$ cat src/rtl/cache_arb.sv
// cache_arb: round-robin two-port command arbiter/sequencer in front of the shared 2-way cache.
// Latency: gnt/mem_req one cycle after req is sampled; rvalid one cycle after mem_ack (ack in ISSUE -> rvalid next cycle).
// Backpressure: one command in flight; the losing requester holds req in IDLE until granted; a silent cache aborts after TIMEOUT WAIT cycles.
//
// Ports:
//   clk, rst_n                  clock, asynchronous active-low reset
//   reqN/wrN/addrN/wdataN       requester N command (held until gntN)
//   gntN, rvalidN               one-cycle accept / completion pulses to requester N
//   rdata, miss, err            completion payload, valid with rvalidN
//   mem_req/wr/addr/wdata       command to the cache (addr/wr/wdata stable from ISSUE to end of WAIT)
//   mem_ack/rdata/miss          completion from the cache
//   hit_cnt, miss_cnt           saturating statistics, present only with CACHE_ARB_STATS_EN defined
module cache_arb #(
  parameter int ADDR_W  = 32,
  parameter int DATA_W  = 32,
  parameter int TIMEOUT = 255,
  parameter int STAT_W  = 16
) (
  input  logic              clk,
  input  logic              rst_n,
  input  logic              req0,
  input  logic              wr0,
  input  logic [ADDR_W-1:0] addr0,
  input  logic [DATA_W-1:0] wdata0,
  input  logic              req1,
  input  logic              wr1,
  input  logic [ADDR_W-1:0] addr1,
  input  logic [DATA_W-1:0] wdata1,
  output logic              gnt0,
  output logic              gnt1,
  output logic              rvalid0,
  output logic              rvalid1,
  output logic [DATA_W-1:0] rdata,
  output logic              miss,
  output logic              err,
  output logic              mem_req,
  output logic              mem_wr,
  output logic [ADDR_W-1:0] mem_addr,
  output logic [DATA_W-1:0] mem_wdata,
  input  logic              mem_ack,
  input  logic [DATA_W-1:0] mem_rdata,
  input  logic              mem_miss
`ifdef CACHE_ARB_STATS_EN
  ,
  output logic [STAT_W-1:0] hit_cnt,
  output logic [STAT_W-1:0] miss_cnt
`endif
);

  typedef enum logic [1:0] {IDLE, ISSUE, WAIT, RESP} state_t;

  typedef struct packed {
    logic              wr;
    logic [ADDR_W-1:0] addr;
    logic [DATA_W-1:0] wdata;
  } cmd_t;

  localparam logic [7:0] TIMEOUT_L = 8'(TIMEOUT);

  state_t     state_q, state_d;
  cmd_t       cmd_q;
  logic       winner_q;   // port that owns the command in flight
  logic       ptr_q;      // 1: port 1 has priority on the next contention
  logic       pick1;      // IDLE arbitration result
  logic [7:0] wait_cnt;   // cycles since ISSUE; WAIT therefore lasts at most TIMEOUT cycles
  logic       ack_ok;     // mem_ack only counts while a command is outstanding
  logic       timed_out;

  assign pick1     = req1 && (!req0 || ptr_q);
  assign ack_ok    = mem_ack && (state_q == ISSUE || state_q == WAIT);
  assign timed_out = (state_q == WAIT) && !mem_ack && (wait_cnt == TIMEOUT_L);

  assign mem_wr    = cmd_q.wr;
  assign mem_addr  = cmd_q.addr;
  assign mem_wdata = cmd_q.wdata;

  // Next state and state-decoded strobes; nothing here depends on req* or mem_ack
  // except the next-state choice, so outputs stay free of input-to-output paths.
  always_comb begin
    state_d = state_q;
    gnt0    = 1'b0;
    gnt1    = 1'b0;
    rvalid0 = 1'b0;
    rvalid1 = 1'b0;
    mem_req = 1'b0;
    case (state_q)
      IDLE: begin
        if (req0 || req1) state_d = ISSUE;
      end
      ISSUE: begin
        gnt0    = !winner_q;
        gnt1    = winner_q;
        mem_req = 1'b1;
        state_d = mem_ack ? RESP : WAIT;
      end
      WAIT: begin
        if (mem_ack || timed_out) state_d = RESP;
      end
      RESP: begin
        rvalid0 = !winner_q;
        rvalid1 = winner_q;
        state_d = IDLE;
      end
      default: state_d = IDLE;
    endcase
  end

  always_ff @(posedge clk or negedge rst_n) begin
    if (!rst_n) begin
      state_q  <= IDLE;
      cmd_q    <= '0;
      winner_q <= 1'b0;
      ptr_q    <= 1'b0;
      wait_cnt <= '0;
      rdata    <= '0;
      miss     <= 1'b0;
      err      <= 1'b0;
    end else begin
      state_q <= state_d;
      case (state_q)
        IDLE: begin
          wait_cnt <= '0;
          if (req0 || req1) begin
            winner_q <= pick1;
            cmd_q    <= pick1 ? {wr1, addr1, wdata1} : {wr0, addr0, wdata0};
          end
        end
        ISSUE, WAIT: begin
          wait_cnt <= wait_cnt + 8'd1;
          if (mem_ack) begin
            rdata <= cmd_q.wr ? '0 : mem_rdata;
            miss  <= mem_miss;
            err   <= 1'b0;
          end else if (timed_out) begin
            rdata <= '0;
            miss  <= 1'b0;
            err   <= 1'b1;
          end
        end
        RESP: begin
          // Completion payload is only meaningful alongside rvalid; clear it afterwards.
          ptr_q <= !winner_q;
          rdata <= '0;
          miss  <= 1'b0;
          err   <= 1'b0;
        end
        default: ;
      endcase
    end
  end

`ifdef CACHE_ARB_STATS_EN
  always_ff @(posedge clk or negedge rst_n) begin
    if (!rst_n) begin
      hit_cnt  <= '0;
      miss_cnt <= '0;
    end else if (ack_ok) begin
      if (mem_miss) begin
        if (miss_cnt != '1) miss_cnt <= miss_cnt + 1'b1;
      end else if (!cmd_q.wr) begin
        if (hit_cnt != '1) hit_cnt <= hit_cnt + 1'b1;
      end
    end
  end
`else
  logic unused_ack_ok;
  assign unused_ack_ok = ack_ok;
`endif

endmodule

$ cat config.mk
export PLATFORM = sky130hd
export DESIGN_NAME = cache_arb
export DESIGN_NICKNAME = d
export VERILOG_FILES = /design/src/rtl/cache_arb.sv
export SDC_FILE = /design/constraint.sdc
export NUM_CORES = 1
export LEC_CHECK = 0
export ABC_AREA = 1
export CORE_MARGIN = 2
export CORE_UTILIZATION = 35
export DETAILED_ROUTE_END_ITERATION = 16
export GPL_TIMING_DRIVEN = 0
export PLACE_DENSITY = 0.82
export SYNTH_ARGS = -nofsm -noshare
export SYNTH_HDL_FRONTEND = slang
export SYNTH_SLANG_ARGS = --single-unit
$ cat constraint.sdc
create_clock -name clk -period 2.3 [get_ports clk]
set_clock_uncertainty 0.1 [all_clocks]
set_input_delay 0.46 -clock clk [delete_from_list [all_inputs] [get_ports clk]]
set_output_delay 0.46 -clock clk [all_outputs]
set_load 0.01 [all_outputs]
==> out/qor.csv <==
metric,value,unit
worst slew pin tran,0.483,ns
initial antenna violation count,0,
max-slew violation count,0,
CP Class,reg2out,
final setup violating endpoints,0,
max-cap violations,0,
power density cells,1280,nW/um^2
vias in the first global route,5562,
Syn Area/Cell,8.48,sq um
Hold Crit Class,reg2reg,
total track usage,20.5,%
mapped cell area,5660,sq um
Fmax,442,MHz
Post-Synth Adder-Cell Area,1.33,%
root buffer cell,clkbuf_16,
Synth Area in Simple Gates,28.3,%
Mapped Cells,668,
Seq cells post-synth,111,
die area,17200,sq um
sequential element share of the synthesized area,49.0,%
Boundary Pins,272,
fin crit share,98.3,%
worst path required time,1.74,ns
Initial DRT Pass Iterations,6,
Startpoint Class,flip-flop,
DP Wirelength,13400,um
global-route wire length before repair,28500,um
FP Rows,46,
Post-Synth XOR/XNOR Area,0.155,%
min cycle time layout,2.26,ns
status,finished clean,
clk buf depth,2,
area delta synth->final,59.2,%
Initial Utilization,35.8,%
vias per cell,4.64,
pin count of the biggest net entering global routing,66,
IO Port Bufs,271,
Detailed Route WL,17600,um
Placed Area,8670,sq um
Max transition margin,67.8,%
CTS tree,built,
largest family of logic cells by synthesized area,simple AND/OR/NAND/NOR gates,
fill count,1427,
Netlist cell types,30,
Final Util,57.0,%
Total Nets Final,1129,
syn_nets,842,
H-Tree Level Count,3,
final instance area,9010,sq um
Die H,131,um
Setup crit end kind,primary output,
peak supply drop,0.626,mV
Detail Route Antenna Nets,0,
Vias,5460,
CTS Sinks,111,
Synth Area in Compound Gates,12.7,%
post-synthesis mux area share,0,%
YS warnings,0,
ratio of cells with drive above 1 in the final layout,14.2,%
DRT iter0 DRCs,216,
wire per inst,15.0,um
Die W,131,um
drc violations,0,
Clock Latency Late Sink,0.34,ns
Fin. Hold Viols,0,
worst hold slack,0.377,ns
CP max FO,5,
Core ar.,15800,sq um
worst endpoint data arrival time,1.70,ns
clock slew seen by the registers of the worst setup and hold paths,0.07,ns
GPL Wtd Cong,0.868,
CTS Buf Count,9,
RSZ-0062 raised after global routing,yes,
ant diodes,0,
Leak,4.26,nW
Congestion Overflow GR,0,
-- metrics by stage --
step                power, mW  setup slack (ns)  instances  setup TNS (ns)
detailed placement       10.0             0.130       1156               0
global route             12.4           -0.0378       1176         -0.0378
CTS                      11.7           0.00234       1174               0
global placement         9.87             -3.73       1155         -413.19
floorplan                7.07             0.546        668               0
finish                   11.6            0.0400       1176               0
-- placed cells by master (no fill, tap or decap), types with 2 or more instances in the layout --
cell type / count
clkdlybuf4s50_1: 267
o21ai_1: 115
dfrtp_1: 110
nor2_1: 106
nand2_1: 95
inv_1: 45
nand3_1: 43
nand2_2: 32
nand2_4: 30
buf_2: 21
o21ai_0: 15
buf_4: 13
clkbuf_16: 9
inv_2: 8
clkbuf_1: 7
a21oi_1: 6
ha_1: 4
buf_6: 3
nor3_1: 3
buf_12: 3
clkinv_2: 3
dlygate4sd2_1: 2
-- synthesized netlist by cell type --
library cell / count / area, sq um
inv_2: 7 / 26.3
a21oi_1: 6 / 30.0
nand2_2: 32 / 200
nand2_1: 95 / 357
dfrtp_1: 111 / 2780
buf_6: 2 / 22.5
clkbuf_1: 5 / 18.8
xor2_1: 1 / 8.76
a21oi_2: 1 / 8.76
nor3_2: 1 / 10.0
nand2_8: 1 / 20.0
o211ai_1: 1 / 7.51
and3_2: 1 / 7.51
or2_1: 1 / 6.26
a21oi_4: 1 / 16.3
nor2_2: 1 / 6.26
inv_1: 46 / 173
o21ai_0: 15 / 75.1
nand3_4: 1 / 17.5
ha_1: 6 / 75.1
buf_12: 3 / 60.1
buf_4: 10 / 75.1
nand2_4: 30 / 338
o21ai_1: 115 / 576
nor2_1: 106 / 398
nor2_4: 1 / 11.3
nand3_1: 43 / 215
buf_2: 21 / 105
nor3_1: 3 / 15.0
o22ai_1: 1 / 6.26
-- final timing paths --
check                           start           end  slack [ns]  cells past startpoint
hold / removal              rdata[23]     rdata[23]        0.38                      2
min in group asynchronous       rst_n  mem_addr[28]        0.51                      2
setup reg to reg           state_q[0]     rdata[13]        0.38                      7
max in group asynchronous       rst_n  mem_addr[17]        0.92                      3
setup / recovery           state_q[0]       rvalid1        0.04                      4
hold reg to reg             rdata[23]     rdata[23]        0.38                      2
-- area by class of cell --
class	instances	area [sq um]	share of cell area (%)
plain buffers	41	282	3.12
clock buffers	12	246	2.73
clock inverters	4	45.0	0.500
inverters	53	199	2.21
multi-input cells	463	2420	26.8
flip-flops and latches	111	2780	30.8
well taps	216	270	3.00
repair buffers	276	2770	30.8
-- logic make-up after synthesis --
kind of cell | count (synthesis)
AND/OR/NAND/NOR | 316
AO/OA/AOI/OAI | 140
flip-flops | 111
buffers and inverters | 94
adder cells (fa/ha/maj) | 6
XOR/XNOR | 1
-- where the power goes --
part / internal (mW) / switching (mW) / total (mW)
clock: 0.872 / 0.703 / 1.58
combinational: 3.15 / 3.36 / 6.51
sequential: 2.85 / 0.638 / 3.49
total: 6.87 / 4.70 / 11.6
-- metal layers --
metal | GRT usage, % | up-vias | wire length (um)
met5 | 0 | - | 0
met1 | 24.4 | 2532 | 7260
li1 | - | 2701 | -
met3 | 5.44 | 30 | 1220
met2 | 35.6 | 197 | 8710
met4 | 7.79 | 0 | 436
-- sequential cells by signal, summed over array words and instances (netlist names) --
signal	cells
state_q	2
mem_wr	1
rdata	32
ptr_q	1
wait_cnt	8
miss	1
mem_addr	32
mem_wdata	32
err	1
winner_q	1
-- repair_timing --
item                                   CTS  global route
buffers inserted                         1             2
gates resized for setup                  5             3
hold buffers                             1             0
setup endpoints to repair                4             2
endpoints found under the hold margin   46             0
-- critical path: stages (launching register included) --
cell             delay [ns]
dfrtp_2                0.43
ha_2                   0.24
nand2_1                0.06
inv_1                  0.07
clkdlybuf4s50_1        0.56
No activity file was read; power rests on OpenSTA's default activity.
==> RTL change: new RTL, same settings <==
Build with the macro `CACHE_ARB_STATS_EN` defined.
--- a/src/rtl/cache_arb.sv
+++ b/src/rtl/cache_arb.sv
@@ -10,6 +10,8 @@
 //   mem_req/wr/addr/wdata       command to the cache (addr/wr/wdata stable from ISSUE to end of WAIT)
 //   mem_ack/rdata/miss          completion from the cache
 //   hit_cnt, miss_cnt           saturating statistics, present only with CACHE_ARB_STATS_EN defined
+`define CACHE_ARB_STATS_EN
+
 module cache_arb #(
   parameter int ADDR_W  = 32,
   parameter int DATA_W  = 32,
Formal check against the unedited RTL (old outputs only; new: hit_cnt and miss_cnt): equivalent (Yosys induction, for registers that start in step).
==> RTL change against the unedited design <==
  * Critical endpoint is now rvalid0
  * Largest power group unchanged
  * Synthesized cell count rose by 45%
  * First-iteration DRC count rose by 61%
  * Routed wire length rose by 31%
  * Design area rose by 27%
  * Worst setup slack improved by 0.092 ns
  * Non-clock buffer count rose by 34
  * Synthesized area rose by 30%
  * Sequential cell count rose by 32
  * Highest routed layer unchanged
  * Power rose by 10%
  * Critical path type unchanged
==> RTL change: results (changes against the unedited design) <==
DR iter-0 viols=348 (+61%); vias in the first global route=7352 (+32%); Max stage delay on crit path=0.43 ns (-0.13 ns); Via density=4.80 (+3.3%); buffering overhead=29.2% (-4.6 points); Post-CTS Repair Setup Buffers=0 (-1); synth top area cells=dfrtp_1 (49%), nand2_1 (14%), o21ai_0 (7.9%); met2 Use GR=35.1% (-0.57 points); Syn Area/Cell=7.60 sq um (-10%); Commonest cells post-synth=nand2_1 (278), dfrtp_1 (143), nor2_1 (133); Compound-Gate Fraction of Synth Area=10.2% (-2.5 points); Hold Path End=rdata[0]; placer congestion estimate=0.886 (+2.0%); total CTS buffers=17 (+8); WL met1=9400 microns (+29%); Worst setup startpoint=state_q[1]; clock network area share=5.56% (+2.3 points); share of cells above drive strength 1=7.50% (-6.7 points); Least-Margin Pin Slew=0.517 ns (+0.0339 ns); register area share after synthesis=48.6% (-0.48 points); largest net degree at the start of global routing=96 (+45%); Worst path slowest cell=dfrtp_1; Inst Count DP=1548 (+34%); fillcell total=1896 (+33%); Top Family by Delay on Critical Path=flip-flops; tap cells=275 (+27%); wire length of the first global-routing pass=36800 microns (+29%); clock buffers=18 (+6); drt first pass iters=4 (-2); fraction of area in multi-input gates=28.0% (+1.1 points); placed inst area=10800 sq um (+24%); HPWL Detailed=17600 microns (+31%); WL/cell=14.6 microns (-2.3%); Max VDD drop=620 uV (-0.94%); # port buffers=303 (+12%); Non-Clock Inverter Count=86 (+62%); clock latency on the worst-skew pair=0.41 ns (+0.07 ns); Signal buffers=351 (+11%); critical hold path startpoint=rdata[0]; fin crit share=94.2% (-4.0 points); met3 WL post-DR=1810 microns (+49%); Crit path arrival time=1.61 ns (-0.09 ns); Multi-In Gates=694 (+50%); multi-input logic area=3190 sq um (+32%); reg2reg end=mem_addr[11]; met2 wire length=11200 microns (+29%); status=complete, no violations
-- RTL change: cell count changes after synthesis, moves of 29 or more --
cell     unedited run  this run
inv_1              46        82
dfrtp_1           111       143
o21ai_1           115        21
nand2_2            32         3
nand3_1            43        75
nand2_1            95       278
o21ai_0            15       117
-- RTL change: cell families (layout without fill, tap and decap cells) --
logic type / Yosys count / in the layout
buffers and inverters: 132 / 469
AOI/OAI and AO/OA: 147 / 147
other: 0 / 1
DFF: 143 / 143
adders and majority gates: 9 / 9
and+or+nand+nor: 525 / 525
xor gates and xnor gates: 13 / 13
-- RTL change: power groups by stage --
stage | logic, uW | registers [uW] | clock network (uW)
after global routing | 6390 | 4020 | 3200
after detailed placement | 5850 | 3930 | 0
after floorplan | 2620 | 4220 | 0
final | 5800 | 3920 | 3010
after CTS | 5850 | 3900 | 3080
after global placement | 5740 | 3910 | 0
-- RTL change: timing repair --
item	4_1_cts	5_1_grt
hold endpoints to repair	48	0
pin swaps	0	0
setup endpoints to repair	5	4
resized for setup	7	7
hold buffers	1	0
